**src/rtl/data_mmu.sv**
```systemverilog
// data_mmu: MEM-stage data address translation with a one-entry micro-TLB.
// Unmapped, address-error and micro-TLB hits answer in 1 cycle; TLB lookups take 2.
module data_mmu #(
  parameter bit UTLB_EN = 1'b1
) (
  input  logic        clk,
  input  logic        rst,
  input  logic        req_valid_i,
  output logic        req_ready_o,
  input  logic [31:0] req_vaddr_i,
  input  logic        req_store_i,
  input  logic        user_mode_i,
  input  logic [7:0]  asid_i,
  input  logic [2:0]  k0_i,
  input  logic        utlb_flush_i,
  output logic        data_tlbReq_o,
  output logic [18:0] data_vpn2_o,
  output logic        data_oddPage_o,
  output logic [7:0]  data_asid_o,
  input  logic        data_hit_i,
  input  logic [19:0] data_pfn_i,
  input  logic [2:0]  data_c_i,
  input  logic        data_d_i,
  input  logic        data_v_i,
  output logic        resp_valid_o,
  input  logic        resp_ready_i,
  output logic [31:0] resp_paddr_o,
  output logic        resp_cached_o,
  output logic [4:0]  resp_exc_o,
  output logic        resp_refill_o
);

  typedef enum logic [1:0] {IDLE, WAIT, RESP} state_e;

  state_e      state_q, state_d;
  logic [31:0] va_q, va_d;
  logic        st_q, st_d;
  logic [7:0]  asid_q, asid_d;
  logic        fl_q, fl_d;
  logic        ut_v_q, ut_v_d;
  logic [18:0] ut_vpn2_q, ut_vpn2_d;
  logic        ut_odd_q, ut_odd_d;
  logic [7:0]  ut_asid_q, ut_asid_d;
  logic [19:0] ut_pfn_q, ut_pfn_d;
  logic [2:0]  ut_c_q, ut_c_d;
  logic        ut_dty_q, ut_dty_d;
  // {exc, refill, cached, paddr}
  logic [38:0] res_q, res_d;

  logic        accept;
  logic        adr_err;
  logic        unmapped;
  logic        ut_hit;
  logic [38:0] ut_res;
  logic [38:0] tlb_res;

  function automatic logic [38:0] map_res(
    input logic        hit,
    input logic        v,
    input logic        d,
    input logic [2:0]  c,
    input logic [19:0] pfn,
    input logic        store,
    input logic [11:0] off
  );
    logic [4:0] ec;
    ec = store ? 5'd3 : 5'd2;
    priority case (1'b1)
      !hit:       map_res = {ec, 1'b1, 1'b0, 32'd0};
      !v:         map_res = {ec, 1'b0, 1'b0, 32'd0};
      store && !d: map_res = {5'd1, 1'b0, 1'b0, 32'd0};
      default:    map_res = {5'd0, 1'b0, c == 3'd3, pfn, off};
    endcase
  endfunction

  assign req_ready_o = state_q == IDLE;
  assign accept      = req_valid_i && req_ready_o;
  assign adr_err     = user_mode_i && req_vaddr_i[31];
  assign unmapped    = req_vaddr_i[31:30] == 2'b10;

  // A flush in the accept cycle already counts against the entry.
  assign ut_hit = UTLB_EN && ut_v_q && !utlb_flush_i &&
                  ut_vpn2_q == req_vaddr_i[31:13] &&
                  ut_odd_q == req_vaddr_i[12] &&
                  ut_asid_q == asid_i;

  assign data_tlbReq_o  = accept && !adr_err && !unmapped && !ut_hit;
  assign data_vpn2_o    = req_vaddr_i[31:13];
  assign data_oddPage_o = req_vaddr_i[12];
  assign data_asid_o    = asid_i;

  assign ut_res  = map_res(1'b1, 1'b1, ut_dty_q, ut_c_q, ut_pfn_q,
                           req_store_i, req_vaddr_i[11:0]);
  assign tlb_res = map_res(data_hit_i, data_v_i, data_d_i, data_c_i,
                           data_pfn_i, st_q, va_q[11:0]);

  always_comb begin
    state_d   = state_q;
    va_d      = va_q;
    st_d      = st_q;
    asid_d    = asid_q;
    fl_d      = fl_q | utlb_flush_i;
    ut_v_d    = ut_v_q && !utlb_flush_i;
    ut_vpn2_d = ut_vpn2_q;
    ut_odd_d  = ut_odd_q;
    ut_asid_d = ut_asid_q;
    ut_pfn_d  = ut_pfn_q;
    ut_c_d    = ut_c_q;
    ut_dty_d  = ut_dty_q;
    res_d     = res_q;
    unique case (state_q)
      IDLE: begin
        if (accept) begin
          va_d    = req_vaddr_i;
          st_d    = req_store_i;
          asid_d  = asid_i;
          fl_d    = utlb_flush_i;
          state_d = RESP;
          priority case (1'b1)
            adr_err:  res_d = {req_store_i ? 5'd5 : 5'd4, 34'd0};
            unmapped: res_d = {5'd0, 1'b0,
                               !req_vaddr_i[29] && k0_i == 3'd3,
                               3'b000, req_vaddr_i[28:0]};
            ut_hit:   res_d = ut_res;
            default:  state_d = WAIT;
          endcase
        end
      end
      WAIT: begin
        res_d   = tlb_res;
        state_d = RESP;
        if (data_hit_i && data_v_i && !fl_q && !utlb_flush_i) begin
          ut_v_d    = 1'b1;
          ut_vpn2_d = va_q[31:13];
          ut_odd_d  = va_q[12];
          ut_asid_d = asid_q;
          ut_pfn_d  = data_pfn_i;
          ut_c_d    = data_c_i;
          ut_dty_d  = data_d_i;
        end
      end
      RESP: begin
        if (resp_ready_i) begin
          state_d = IDLE;
          res_d   = '0;
        end
      end
      default: begin
        state_d = IDLE;
        res_d   = '0;
      end
    endcase
  end

  always_ff @(posedge clk) begin
    if (rst) begin
      state_q   <= IDLE;
      va_q      <= '0;
      st_q      <= 1'b0;
      asid_q    <= '0;
      fl_q      <= 1'b0;
      ut_v_q    <= 1'b0;
      ut_vpn2_q <= '0;
      ut_odd_q  <= 1'b0;
      ut_asid_q <= '0;
      ut_pfn_q  <= '0;
      ut_c_q    <= '0;
      ut_dty_q  <= 1'b0;
      res_q     <= '0;
    end else begin
      state_q   <= state_d;
      va_q      <= va_d;
      st_q      <= st_d;
      asid_q    <= asid_d;
      fl_q      <= fl_d;
      ut_v_q    <= ut_v_d;
      ut_vpn2_q <= ut_vpn2_d;
      ut_odd_q  <= ut_odd_d;
      ut_asid_q <= ut_asid_d;
      ut_pfn_q  <= ut_pfn_d;
      ut_c_q    <= ut_c_d;
      ut_dty_q  <= ut_dty_d;
      res_q     <= res_d;
    end
  end

  assign resp_valid_o  = state_q == RESP;
  assign resp_exc_o    = res_q[38:34];
  assign resp_refill_o = res_q[33];
  assign resp_cached_o = res_q[32];
  assign resp_paddr_o  = res_q[31:0];

endmodule

```
**config.mk**
```make
export PLATFORM = sky130hd
export DESIGN_NAME = data_mmu
export DESIGN_NICKNAME = d
export VERILOG_FILES = /design/src/rtl/data_mmu.sv
export SDC_FILE = /design/constraint.sdc
export NUM_CORES = 1
export LEC_CHECK = 0
export ABC_AREA = 1
export CAP_MARGIN = 5
export CELL_PAD_IN_SITES_DETAIL_PLACEMENT = 0
export CELL_PAD_IN_SITES_GLOBAL_PLACEMENT = 1
export CORE_MARGIN = 2
export CORE_UTILIZATION = 30
export DETAILED_ROUTE_END_ITERATION = 7
export GPL_TIMING_DRIVEN = 0
export PLACE_DENSITY = 0.68
export RECOVER_POWER = 25
export SYNTH_ARGS = -nofsm -noshare
export SYNTH_HDL_FRONTEND = slang
export SYNTH_SLANG_ARGS = --single-unit
export TNS_END_PERCENT = 20
```
**constraint.sdc**
```tcl
create_clock -name clk -period 3.3 [get_ports clk]
set_input_delay 0.825 -clock clk [delete_from_list [all_inputs] [get_ports clk]]
set_output_delay 0.825 -clock clk [all_outputs]
set_load 0.02 [all_outputs]
```
Yosys cells after proc, flatten, opt, wreduce, memory -nomap -nowiden:

Cells that the tools add are included.

* register bits: 136
* input bits: 76
* output and inout port bits: 70
* logic and storage cells: 76

* equal/unequal tests: 12
* mux-type cells: 22
* bitwise operators: 1
* reduce and logical (&&, ||, !) cells: 28

Operators with widths (number)
* $mux W39: 6
* $pmux W39 S3: 1
* $mux W35: 2
* $mux W36: 1
* $eq A19 B19 Y1: 1
* $logic_and A1 B1 Y1: 15
* $mux W2: 5
* $eq A3 B2 Y1 const B: 3
* $eq A8 B8 Y1: 1
* $logic_not A1 Y1: 8
* $mux W1: 6
* $pmux W2 S3: 1
* $reduce_and A2 Y1: 3
* $eq A2 B2 Y1 const B: 2
* $ne A2 B1 Y1 const B: 2
* $ne A4 B1 Y1 const B: 1
* $reduce_and A3 Y1: 1
* $eq A2 B1 Y1 const B: 1
* $logic_not A2 Y1: 1
* $eq A1 B1 Y1: 1
* $or A1 B1 Y1: 1

Longest topological paths before layout:

* word-level depth: 10
* mapped depth: 14
* mapped depth without buffers: 13

Worst setup path after synthesis:

OpenSTA, ideal clock, no wires.

* path kind: input to output
* from: input req_vaddr_i[31]
* to: output data_tlbReq_o
* data arrival time: 1.803 ns
* data required time: 2.475 ns
* path slack: 0.672 ns
* stages on the path: 7
* path buffers: 2
* cells stage by stage: inv_2 nor2_1 buf_6 nor3_4 nand2_4 buf_6 nor2_1

* longest elaborated chain between the ends: 6
* elaborated cells on any way between the ends: 12
* classes of those cells: eq/ne (2); reduce/logical (10)

Ends and longest elaborated chain
* start, declared: RTL line 10 `input logic [31:0] req_vaddr_i,`
* $eq A19 B19 Y1: RTL line 83 `ut_vpn2_q == req_vaddr_i[31:13] &&`
* $logic_and A1 B1 Y1: RTL line 82 `assign ut_hit = UTLB_EN && ut_v_q && !utlb_flush_i &&`
* $logic_and A1 B1 Y1: RTL line 83
* $logic_and A1 B1 Y1: RTL line 84 `ut_odd_q == req_vaddr_i[12] &&`
* $logic_not A1 Y1: RTL line 87 `assign data_tlbReq_o = accept && !adr_err && !unmapped && !ut_hit;`
* $logic_and A1 B1 Y1 (*): RTL line 87
* end, declared: RTL line 16 `output logic data_tlbReq_o,`

Mark *: on every way between the ends. The rest lies on a longest branch, timed or not.

Worst setup path after layout:

* from: input asid_i[7]
* to: output data_tlbReq_o

* longest elaborated chain between the ends: 4

Ends and longest elaborated chain
* start, declared: RTL line 13 `input logic [7:0] asid_i,`
* $eq A8 B8 Y1: RTL line 85 `ut_asid_q == asid_i;`
* $logic_and A1 B1 Y1: RTL line 84
* $logic_not A1 Y1: RTL line 87
* $logic_and A1 B1 Y1: RTL line 87

Every way passes these cells.

==> results.ini <==
[power_and_ir_drop]
p_leak_nw=3.59
p_per_area_nw_per_um2=522
peakVddDrop_v=0.000358
power_w=0.00443

[clock_network]
hold_buffers=0
clk_path_buf_depth=2
clk_transition_reported_paths_ns=0.05
cts_tree=yes
insertion_delay_ns=0.42
clkSinkCount=134
htree_num_levels=4
cts_inserted_buffers=17
root_buffer=clkbuf_16

[critical_path]
slowest_stage=clkdlybuf4s50_1
critPathRequiredTime_ns=2.47
end_kind=output pin
crit_type=input port to output pin
critPathLaunchType=input port
path_cells=clkdlybuf4s50_1 -> inv_1 -> nand2_1 -> nand2_1 -> inv_1 -> nand2_1 -> nor2_1 -> nand2_1 -> nor2_2 -> nand2_2 -> nand2_4 -> nor2_1 -> buf_2
cp.buffers_inverters=4
slowest_delay_ns=0.48
critPathArrivalTime_ns=2.37
crit_family=simple AND/OR/NAND/NOR gates
cp_max_fo=8
cpMostUsedCell=nand2_1

[timing]
timing.final.crit_share=0.967
fmax_mhz=313
maxSlewViolCount=0
min_period_ns=3.19
max_slew_margin=0.451
skew_ns=0.00731
worst_pin_slew_ns=0.820
rsz0062_at_grt=no
setup_violations=0
hold_viol=0

[routing]
finalWirelength_mm=20.2
wire_per_inst_um=15.5
firstDrtPassIters=5
first_iter_violations=389
vias=5976
drc=0
via_per_inst=4.57
ant_nets=0

[synth]
yosysTopAreaCell=dfxtp_1
syn_area_um2=6100
post_synth.cell_area_avg_um2=7.10
ys_seq_area_frac=0.440
synth_area_leaders=dfxtp_1, a21oi_1, o21ai_0, nand2_1, inv_1
yosysWarnings=0
ys_ff_latch=134
yosys.area.top_type_share=0.440
netlist_instances=859
yosysUniqueCellTypes=28

[status]
status=finished, final reports clean

[grt]
grt.total_usage=0.194
grt_max_degree=17
grt.overflow.total=0
grt_pass1_vias=5740
grt_pass1_wl_mm=32.0
antenna_found_initial=0

[finish]
nNetsFinal=1103
fin_area_um2=8490
antenna_cells=0
final_common_cell=nand2_1
area_growth_pct=39.1
final_layout_size_suffix_gt1_frac=0.102
final_cell_mix=nand2_1, dfxtp_1, o21ai_0, a21oi_1, clkdlybuf4s50_1

[place]
port_buffers=143
placed_cell_area_um2=7870
place_hpwl_mm=15.4
place_congestion=0.784

[die]
start_util=0.303
die_w_um=147
core-area_um2=20100
ios=146
die_area_um2=21500
die_h_um=147
fp-row-count=52

[worst_hold_path]
min_path_type=register to register

[job]
cap_violations=0

==> synthesized netlist by cell type (all sizes together) <==
master and count:
o31ai 1, xor2 1, buf 51, clkbuf 30
or2 1, o21ai 134, inv 110, a21oi 125
dfxtp 134, conb 1, xnor2 3, nor3 2
nor2 56, nand3 37, nor4 1, nand2 154
o22ai 17, a31oi 1
==> worst min-delay path: cells and delay by family (launching register included) <==
| kind | cells | cell delay, ns |
|---|---|---|
| AOI/OAI and AO/OA | 1 | 0.05 |
| DFF | 1 | 0.29 |
| buffers and inverters | 1 | 0.05 |
==> final cells by class <==
| cell class | instances | area (um2) |
|---|---|---|
| fillers | 2099 | 11600 |
| flip-flops and latches | 134 | 2680 |
| multi-input cells | 535 | 2520 |
| repair buffers | 149 | 1470 |
| clock buffers | 26 | 519 |
| plain buffers | 80 | 475 |
| inverters | 110 | 413 |
| well taps | 270 | 338 |
| clock inverters | 3 | 65.1 |
==> routing by layer <==
layer | part of all wire | GRT usage
met1 | 0.50 | 0.272
met2 | 0.45 | 0.304
met3 | 0.036 | 0.0356
met4 | 0.014 | 0.0568
met5 | 0 | 0
==> state kept, by name, summed over array words and instances, names as in the netlist <==
name,cells
ut_vpn2_q,19
ut_v_q,1
ut_odd_q,1
fl_q,1
asid_q,8
res_q,37
ut_dty_q,1
ut_c_q,3
ut_pfn_q,20
ut_asid_q,8
state_q,2
va_q,32
st_q,1
==> metrics by stage <==
| stage | cells | setup TNS, ns | setup slack (ns) | hold slack, ns | util |
|---|---|---|---|---|---|
| floorplan | 860 | 0 | 0.672 | 0.425 | - |
| global placement | 1273 | -0.623 | -0.623 | 0.434 | 0.392 |
| detailed placement | 1273 | -0.613 | -0.613 | 0.440 | 0.392 |
| CTS | 1303 | 0 | 0.00189 | 0.448 | 0.421 |
| global route | 1307 | 0 | 0.00191 | 0.463 | 0.422 |
| finish | 1307 | 0 | 0.108 | 0.447 | 0.422 |
==> final timing paths <==
check / start / end / slack [ns] / depth (start not counted)
worst min register to register: va_q[11] / va_q[11] / 0.45 / 2
worst min-delay path: va_q[11] / va_q[11] / 0.45 / 2
worst max register to register: state_q[1] / va_q[9] / 1.01 / 7
worst max-delay path: asid_i[7] / data_tlbReq_o / 0.11 / 13
==> kinds of logic after synthesis <==
logic type / after synthesis / synth area share
XOR/XNOR: 4 / 0.00574
buffers and inverters: 191 / 0.148
other: 1 / 0.000615
AO/OA/AOI/OAI: 278 / 0.233
flip-flops: 134 / 0.440
AND/OR/NAND/NOR: 251 / 0.173
==> where the power goes <==
part / internal, W / switching (W) / total, W
Clock: 0.00122 / 0.000689 / 0.00191
Sequential: 0.00171 / 0.0000375 / 0.00174
Combinational: 0.000322 / 0.000458 / 0.000780
Total: 0.00325 / 0.00118 / 0.00443
==> what timing repair did <==
action | in CTS | in global routing
gates resized for setup | 23 | 5
setup buffers | 1 | 5
cloned | 0 | 0
pin swaps | 1 | 1
endpoints found under the setup margin | 1 | 1
(Power assumes the default switching activity.)
